## config.mk

```make
export PLATFORM = sky130hd
export DESIGN_NAME = alu_sequencer
export DESIGN_NICKNAME = d
export VERILOG_FILES = /design/src/rtl/alu_sequencer.sv
export SDC_FILE = /design/constraint.sdc
export NUM_CORES = 1
export LEC_CHECK = 0
export CAP_MARGIN = 0
export CORE_UTILIZATION = 35
export DETAILED_ROUTE_END_ITERATION = 8
export PLACE_DENSITY = 0.71
export SLEW_MARGIN = 25
export SYNTH_ARGS = -nofsm -noshare
export SYNTH_HDL_FRONTEND = slang
export SYNTH_SLANG_ARGS = --single-unit
```

## constraint.sdc

```tcl
create_clock -name clock -period 1.7 [get_ports clock]
set_input_delay 0.425 -clock clock [delete_from_list [all_inputs] [get_ports clock]]
set_output_delay 0.425 -clock clock [all_outputs]
set_load 0.03 [all_outputs]
```

## src/rtl/alu_sequencer.sv

```systemverilog
// Operand/result sequencer for the combinational ALU: latches operands, holds them for the
// opcode's DRIVE time, then captures the result into Z. Optional macro: ALU_SEQ_DIVZERO_CHECK_EN.
module alu_sequencer #(
    parameter int WIDTH       = 32,
    parameter int MULDIV_WAIT = 4
) (
    input  logic               clock,
    input  logic               clear_n,
    input  logic               start,
    output logic               ready,
    input  logic [4:0]         opcode_in,
    input  logic [WIDTH-1:0]   ra_in,
    input  logic [WIDTH-1:0]   rb_in,
    output logic [4:0]         alu_opcode,
    output logic [WIDTH-1:0]   alu_a,
    output logic [WIDTH-1:0]   alu_b,
    input  logic [2*WIDTH-1:0] alu_rc,
    output logic [WIDTH-1:0]   z_hi,
    output logic [WIDTH-1:0]   z_lo,
    output logic               done,
    output logic               illegal,
    output logic               div_zero
);

    localparam int CW = (MULDIV_WAIT > 1) ? $clog2(MULDIV_WAIT) : 1;

    localparam logic [4:0] OP_DIV = 5'b01100;
    localparam logic [4:0] OP_MUL = 5'b01101;
    localparam logic [4:0] OP_NEG = 5'b01110;
    localparam logic [4:0] OP_NOT = 5'b01111;

    typedef enum logic [1:0] {S_IDLE, S_DRIVE, S_DONE} state_e;

    state_e           state_q, state_d;
    logic [CW-1:0]    cnt_q, cnt_d;
    logic [WIDTH-1:0] y_q, y_d, b_q, b_d, zhi_q, zhi_d, zlo_q, zlo_d;
    logic [4:0]       op_q, op_d;
    logic             ill_q, ill_d;

    logic legal, muldiv, unary, accept, capture, dz_req;

    assign legal   = (opcode_in <= 5'd8) || (opcode_in[4:2] == 3'b011);
    assign muldiv  = (opcode_in == OP_DIV) || (opcode_in == OP_MUL);
    assign unary   = (opcode_in == OP_NEG) || (opcode_in == OP_NOT);
    assign accept  = (state_q == S_IDLE) && start;
    assign capture = (state_q == S_DRIVE) && (cnt_q == '0);

`ifdef ALU_SEQ_DIVZERO_CHECK_EN
    logic dzf_q, dzf_d;
    assign dz_req = (opcode_in == OP_DIV) && (rb_in == '0);
`else
    assign dz_req = 1'b0;
`endif

    // State register
    always_ff @(posedge clock or negedge clear_n) begin
        if (!clear_n) state_q <= S_IDLE;
        else          state_q <= state_d;
    end

    // Next-state logic
    always_comb begin
        state_d = state_q;
        case (state_q)
            S_IDLE:  if (start) state_d = (legal && !dz_req) ? S_DRIVE : S_DONE;
            S_DRIVE: if (cnt_q == '0) state_d = S_DONE;
            S_DONE:  state_d = S_IDLE;
            default: state_d = S_IDLE;
        endcase
    end

    // Datapath next values; rejected requests leave Y/B/opcode/Z untouched
    always_comb begin
        y_d   = y_q;
        b_d   = b_q;
        op_d  = op_q;
        cnt_d = cnt_q;
        zhi_d = zhi_q;
        zlo_d = zlo_q;
        ill_d = ill_q;
`ifdef ALU_SEQ_DIVZERO_CHECK_EN
        dzf_d = dzf_q;
`endif
        if (accept) begin
            ill_d = !legal;
`ifdef ALU_SEQ_DIVZERO_CHECK_EN
            dzf_d = legal && dz_req;
`endif
            if (legal && !dz_req) begin
                y_d   = ra_in;
                b_d   = unary ? '0 : rb_in;
                op_d  = opcode_in;
                cnt_d = muldiv ? CW'(MULDIV_WAIT - 1) : '0;
            end
        end
        if ((state_q == S_DRIVE) && (cnt_q != '0)) cnt_d = cnt_q - CW'(1);
        if (capture) begin
            zhi_d = alu_rc[2*WIDTH-1:WIDTH];
            zlo_d = alu_rc[WIDTH-1:0];
        end
    end

    always_ff @(posedge clock or negedge clear_n) begin
        if (!clear_n) begin
            y_q   <= '0;
            b_q   <= '0;
            op_q  <= '0;
            cnt_q <= '0;
            zhi_q <= '0;
            zlo_q <= '0;
            ill_q <= 1'b0;
`ifdef ALU_SEQ_DIVZERO_CHECK_EN
            dzf_q <= 1'b0;
`endif
        end else begin
            y_q   <= y_d;
            b_q   <= b_d;
            op_q  <= op_d;
            cnt_q <= cnt_d;
            zhi_q <= zhi_d;
            zlo_q <= zlo_d;
            ill_q <= ill_d;
`ifdef ALU_SEQ_DIVZERO_CHECK_EN
            dzf_q <= dzf_d;
`endif
        end
    end

    // Outputs; status flags only show while done is high
    always_comb begin
        ready   = (state_q == S_IDLE);
        done    = (state_q == S_DONE);
        illegal = done && ill_q;
`ifdef ALU_SEQ_DIVZERO_CHECK_EN
        div_zero = done && dzf_q;
`else
        div_zero = 1'b0;
`endif
    end

    assign alu_opcode = op_q;
    assign alu_a      = y_q;
    assign alu_b      = b_q;
    assign z_hi       = zhi_q;
    assign z_lo       = zlo_q;

endmodule

```

==> results.cfg, run 1 <==
[timing]
final-hold-violation-count = 0
slew_viol_final = 0
finalClockSkew_ns = 0.007065
finalSetupViolCount = 0
whs_ns = 0.4729
rsz0062_at_grt = yes
max_freq_mhz = 593.6
period_share_pct = 99.10
fin_crit_ns = 1.685

[routing]
drt-total-wl_um = 14390
wl_per_cell_um = 15.80
drc = 0
vias = 4070
vias_per_cell = 4.468
drt_iter0_drc = 124
dr.pass1.iters = 4
ant_nets = 0

[global_routing]
grtUsageTotal_pct = 18.34
antenna_found_initial = 0
grt_max_degree = 48
globalRoute.totalOverflow = 0
first_global_vias = 4446
grt_pass1_wl_um = 22650

[clock_network]
cts-buffers-inserted = 17
clock_latency_ns = 0.41
clk_pin_slew_ns = 0.06
cts-root-buf = clkbuf_16
cts.htree.levels = 4
clock_sinks = 138
cts_buffer_depth = 2
cts_tree = done

[power_and_ir_drop]
p_per_area_nw_per_um2 = 2005
p_int_mw = 10.93
total_power_mw = 18.26
seqPwrFrac_pct = 31.6
p_switching_mw = 7.334
pwr-share-clk_pct = 19.3
swShare_pct = 40.16
pwr-share-comb_pct = 49.1
peakVddDrop_mv = 0.9216
leakage_nw = 4.370

[layout]
fillers = 1282
fin_nets = 825
final_area_um2 = 9107
area_growth_pct = 65.47
diodes = 0
drive_gt1_share_pct = 24.29

[synthesis]
yosysSeqAreaShare_pct = 62.74
ys_top_cells_by_area = dfrtp_1 63%, mux2_2 13%, mux2_4 9.5%, nand2_1 4.6%, buf_6 2.7%
synth_cell_types = 30
avgSynthCellArea_um2 = 14.26
synthDominantCellAreaShare_pct = 62.74
synth_warnings = 0
synth_nets = 523
yosys.area.top_type = dfrtp_1
syn_inst = 386
synth-seq-cells = 138
synth.cell_area_um2 = 5504

[floorplanning]
die_area_um2 = 16230
start_util_pct = 36.07
rows = 45
ioPinCount = 273
coreArea_um2 = 15260
die_w_um = 127.4
die_h_um = 127.4

[worst_setup_path]
timing.rr.end = alu_a[5]$_DFFE_PN0P_
start_kind = flop
critical_path_arrival_ns = 1.26
cp-endpoint = ready
ff2ff_path_depth = 5
regToRegSetupSlack_ns = 0.06
worstPathRequired_ns = 1.27
r2r-start = state_q[0]$_DFFE_PN0P_
startpoint = state_q[0]$_DFFE_PN0P_
worstSetupPathType = flop to output port
worstSetupEndpointType = output port
cp_max_fo = 3

[place]
gp_congestion = 0.7049
io_buffers = 271
dp_hpwl_um = 10980
placed_cell_area_um2 = 8652

[outcome]
run_status = complete, no violations

[worst_hold_path]
hold_path_class = flop to flop
hold_depth = 2

[job]
maxCapViolations = 0
==> cell families (layout without fill, tap and decap cells) <==
family	Yosys count	in the layout	share of synthesized area (%)
flip-flops	138	138	62.74
multiplexers	99	99	22.64
adder cells (fa/ha/maj)	1	1	0.2273
AO/OA/AOI/OAI	41	41	4.228
AND/OR/NAND/NOR	80	80	6.411
other	1	1	0.06813
buffers and inverters	26	340	3.683
==> what timing repair did <==
action                                  in CTS  in global routing
setup buffers                                3                  0
endpoints found under the hold margin       32                  0
pin swaps                                    1                  1
endpoints found under the setup margin     136                 24
hold buffers                                 1                  0
gates resized for setup                    137                  8
==> state kept, by name, summed over array words and instances (netlist names) <==
register,flops
alu_a,32
alu_b,32
alu_opcode,5
cnt_q,2
ill_q,1
state_q,2
z_hi,32
z_lo,32
==> cells in the final DEF (no fill, tap or decap), types with 3 or more instances in the layout <==
cell type | netlist | layout
dfrtp_1 | 138 | 136
clkdlybuf4s50_1 | 0 | 134
dlygate4sd2_1 | 0 | 133
nand2_1 | 68 | 68
mux2_2 | 64 | 63
mux2_4 | 35 | 36
o21ai_0 | 29 | 24
buf_4 | 1 | 24
clkbuf_16 | 0 | 17
o21ai_1 | 6 | 11
buf_12 | 0 | 10
clkbuf_1 | 5 | 5
inv_1 | 4 | 4
clkinvlp_4 | 0 | 3
==> through the flow <==
| step | setup slack, ns | utilization [%] | cells | setup TNS, ns |
|---|---|---|---|---|
| finish | 0.01523 | 59.69 | 911 | 0 |
| detailed placement | -0.3344 | 56.70 | 876 | -20.54 |
| global route | -0.02739 | 59.69 | 911 | -0.1222 |
| global placement | -0.2996 | 56.70 | 876 | -18.65 |
| CTS | -0.005587 | 59.59 | 911 | -0.006805 |
| floorplan | 0.1386 | - | 386 | 0 |
==> worst min path at each step <==
stage	start	to	slack (ns)
floorplan	clear_n	alu_a[0]$_DFFE_PN0P_	0.13
global placement	clear_n	z_hi[4]$_DFFE_PN0P_	0.34
detailed placement	clear_n	z_hi[4]$_DFFE_PN0P_	0.35
CTS	clear_n	z_hi[4]$_DFFE_PN0P_	0.48
global route	clear_n	z_hi[4]$_DFFE_PN0P_	0.49
finish	alu_b[18]$_DFFE_PN0P_	alu_b[18]$_DFFE_PN0P_	0.47
==> critical path: stages (launching register included) <==
cell	delay (ns)
dfrtp_2	0.43
nor2_1	0.26
buf_12	0.16
==> layer usage <==
layer / up-vias / GRT usage (%) / part of all wire (%)
met5: - / 0 / 0
met4: 0 / 6.232 / 1.5
met3: 20 / 6.910 / 8.3
met2: 167 / 32.53 / 51
met1: 1964 / 20.07 / 39
li1: 1919 / - / -
==> cells in the mapped netlist <==
master	n
nor3b_1	1
and2_1	2
dfrtp_1	138
clkbuf_1	5
o21a_1	1
buf_6	13
nand3b_1	1
mux2_4	35
buf_2	2
nor2_1	2
mux2_2	64
nor4b_1	1
o21ai_0	29
ha_1	1
o211ai_4	1
a21oi_1	1
or3b_2	1
o211ai_1	1
nor3b_4	1
nand2b_4	1
inv_1	4
a2bb2oi_1	1
conb_1	1
nand4_1	1
o21ai_1	6
buf_4	1
nor2b_1	1
nand2_1	68
clkbuf_2	1
a22oi_1	1
==> power groups by stage <==
stage / Sequential (mW) / Combinational, mW / Clock (mW)
after detailed placement: 5.89 / 10.1 / 0
after global placement: 5.80 / 9.89 / 0
final: 5.77 / 8.97 / 3.52
after global routing: 5.99 / 9.44 / 3.77
after CTS: 5.80 / 9.04 / 3.62
after floorplan: 8.93 / 2.49 / 0
==> layout make-up <==
cell class              count  area (um^2)  area share (%)
flip-flops and latches    138         3456           37.94
repair buffers            305         2947           32.35
multi-input cells         222         1862           20.44
clock buffers              24        471.7           5.179
well taps                 211        264.0           2.899
clock inverters             7        92.59           1.017
inverters                   4        15.01          0.1649
Note: power is estimated with default switching activity, not from simulation.
==> run 2, diff against run 1 <==
--- a/config.mk
+++ b/config.mk
@@ -8,7 +8,7 @@
 export CAP_MARGIN = 0
 export CORE_UTILIZATION = 35
 export DETAILED_ROUTE_END_ITERATION = 8
-export PLACE_DENSITY = 0.71
+export PLACE_DENSITY_LB_ADDON = 0.2
 export SLEW_MARGIN = 25
 export SYNTH_ARGS = -nofsm -noshare
 export SYNTH_HDL_FRONTEND = slang
==> run 2 against run 1 <==
Against the previous run: the run now ends with negative setup slack left; register-to-register slack got worse by 0.02 ns; final cell count increased by 0.22%; sequential share of layout area decreased by 0.77 points; critical path depth increased by 2; utilization increased by 1.2 points; wire length increased by 2.0%; die area unchanged; fmax decreased by 4.2%; via count decreased by 0.17%; critical path type unchanged; critical endpoint is now illegal; largest power group unchanged.
==> results.cfg, run 2 (synthesized netlist as in run 1, its figures left out) <==
[job]
maxCapViolations = 0

[global_routing]
first_global_vias = 4231
grt_max_degree = 50
grt_pass1_wl_um = 22450
antenna_found_initial = 0
grtUsageTotal_pct = 18.21
globalRoute.totalOverflow = 0

[worst_setup_path]
start_kind = flop
timing.rr.end = z_hi[17]$_DFFE_PN0P_
worstSetupPathType = flop to output port
worstPathRequired_ns = 1.27
r2r-start = state_q[0]$_DFFE_PN0P_
critical_path_arrival_ns = 1.33
cp_max_fo = 3
regToRegSetupSlack_ns = 0.04
ff2ff_path_depth = 7
worstSetupEndpointType = output port

[floorplanning]
die_w_um = 127.4
start_util_pct = 36.07
ioPinCount = 273
coreArea_um2 = 15260
die_area_um2 = 16230
rows = 45
die_h_um = 127.4

[routing]
wl_per_cell_um = 16.07
drt-total-wl_um = 14680
dr.pass1.iters = 4
drc = 0
drt_iter0_drc = 146
ant_nets = 0
vias_per_cell = 4.450
vias = 4063

[layout]
diodes = 0
area_growth_pct = 68.77
final_area_um2 = 9289
final_cells = 913
final_common_cell = dfrtp_1
fin_nets = 827
fillers = 1270
final_cell_mix = 138 x dfrtp_1, 134 x clkdlybuf4s50_1, 131 x dlygate4sd2_1
drive_gt1_share_pct = 24.79

[timing]
rsz0062_at_grt = yes
fin_crit_ns = 1.759
max_freq_mhz = 568.6
tns_ns = -0.08728
finalWorstSetupSlack_ns = -0.05880
finalSetupViolCount = 2
finalClockSkew_ns = 0.01069
period_share_pct = 103.5
slew_viol_final = 0
final-hold-violation-count = 0

[power_and_ir_drop]
leakage_nw = 4.557
p_per_area_nw_per_um2 = 2034
peakVddDrop_mv = 0.9729
total_power_mw = 18.89

[clock_network]
clk_pin_slew_ns = 0.05
clock_sinks = 138
clock_latency_ns = 0.42
cts-root-buf = clkbuf_16
cts_tree = done
cts-buffers-inserted = 17
cts.htree.levels = 4
cts_buffer_depth = 2

[place]
gp_congestion = 0.7674
dp_cells = 871
dp_hpwl_um = 10380
io_buffers = 271
placed_cell_area_um2 = 8552

[outcome]
violations = negative setup slack
run_status = finished, violations left

[worst_hold_path]
hold_path_class = input pin to async pin
[run 2: repair_timing]
item	4_1_cts	5_1_grt
gates resized for setup	137	40
pin swaps	1	0
endpoints found under the setup margin	136	49
hold buffers	1	0
gates cloned	0	4
buffers inserted	1	5
endpoints found under the hold margin	23	0
[run 2: where the power goes]
part / leakage, nW / internal (mW) / total [mW] / switching, mW
combinational: 2.60 / 3.95 / 9.20 / 5.25
clock: 0.311 / 2.57 / 3.91 / 1.34
sequential: 1.65 / 4.92 / 5.78 / 0.855
total: 4.56 / 11.4 / 18.9 / 7.45
[run 2: routing by layer]
| metal | GRT usage (%) | vias up | wire, um |
|---|---|---|---|
| li1 | - | 1924 | - |
| met1 | 21.43 | 1941 | 6044 |
| met2 | 29.48 | 183 | 7075 |
| met3 | 7.580 | 15 | 1358 |
| met4 | 7.353 | 0 | 197 |
| met5 | 0 | - | 0 |
[run 2: worst max path at each step]
stage / start / endpoint / slack [ns] / cells past startpoint
2_1_floorplan: state_q[1]$_DFFE_PN0P_ / illegal / 0.14 / 2
3_3_place_gp: start / alu_b[16]$_DFFE_PN0P_ / -0.32 / 7
3_5_place_dp: start / alu_b[22]$_DFFE_PN0P_ / -0.38 / 6
4_1_cts: state_q[0]$_DFFE_PN0P_ / illegal / -0.09 / 4
5_1_grt: state_q[0]$_DFFE_PN0P_ / illegal / -0.12 / 4
6_report: state_q[0]$_DFFE_PN0P_ / illegal / -0.06 / 4
[run 2: cell type report]
class | instances | area (um^2) | share of cell area (%)
Clock buffer | 25 | 525.5 | 5.657
Clock inverter | 6 | 107.6 | 1.158
Inverter | 4 | 15.01 | 0.1616
Multi-Input combinational cell | 222 | 1952 | 21.01
Sequential cell | 138 | 3453 | 37.18
Tap cell | 211 | 264.0 | 2.842
Timing Repair Buffer | 307 | 2972 | 31.99
[run 2: through the flow]
stage | util (%) | setup WS, ns | hold slack (ns)
6_report | 60.88 | -0.05880 | 0.4447
5_1_grt | 60.88 | -0.1226 | 0.4411
4_1_cts | 59.32 | -0.08722 | 0.4344
3_5_place_dp | 56.05 | -0.3790 | 0.3095
3_3_place_gp | 56.05 | -0.3183 | 0.3087
2_1_floorplan | - | 0.1386 | 0.1294
[run 2: worst max-delay path, cell delays in order (launching register included)]
cell and delay (ns):
dfrtp_1 0.42, buf_6 0.15, nor2b_4 0.10, and2_4 0.14, buf_6 0.12
==> run 3, diff against run 2 <==
--- a/config.mk
+++ b/config.mk
@@ -7,6 +7,7 @@
 export LEC_CHECK = 0
 export CAP_MARGIN = 0
 export CORE_UTILIZATION = 35
+export CTS_CLUSTER_SIZE = 24
 export DETAILED_ROUTE_END_ITERATION = 8
 export PLACE_DENSITY_LB_ADDON = 0.2
 export SLEW_MARGIN = 25
==> results of run 3 <==
Same layout as run 2: the final DEF is identical, and so are final timing and power.
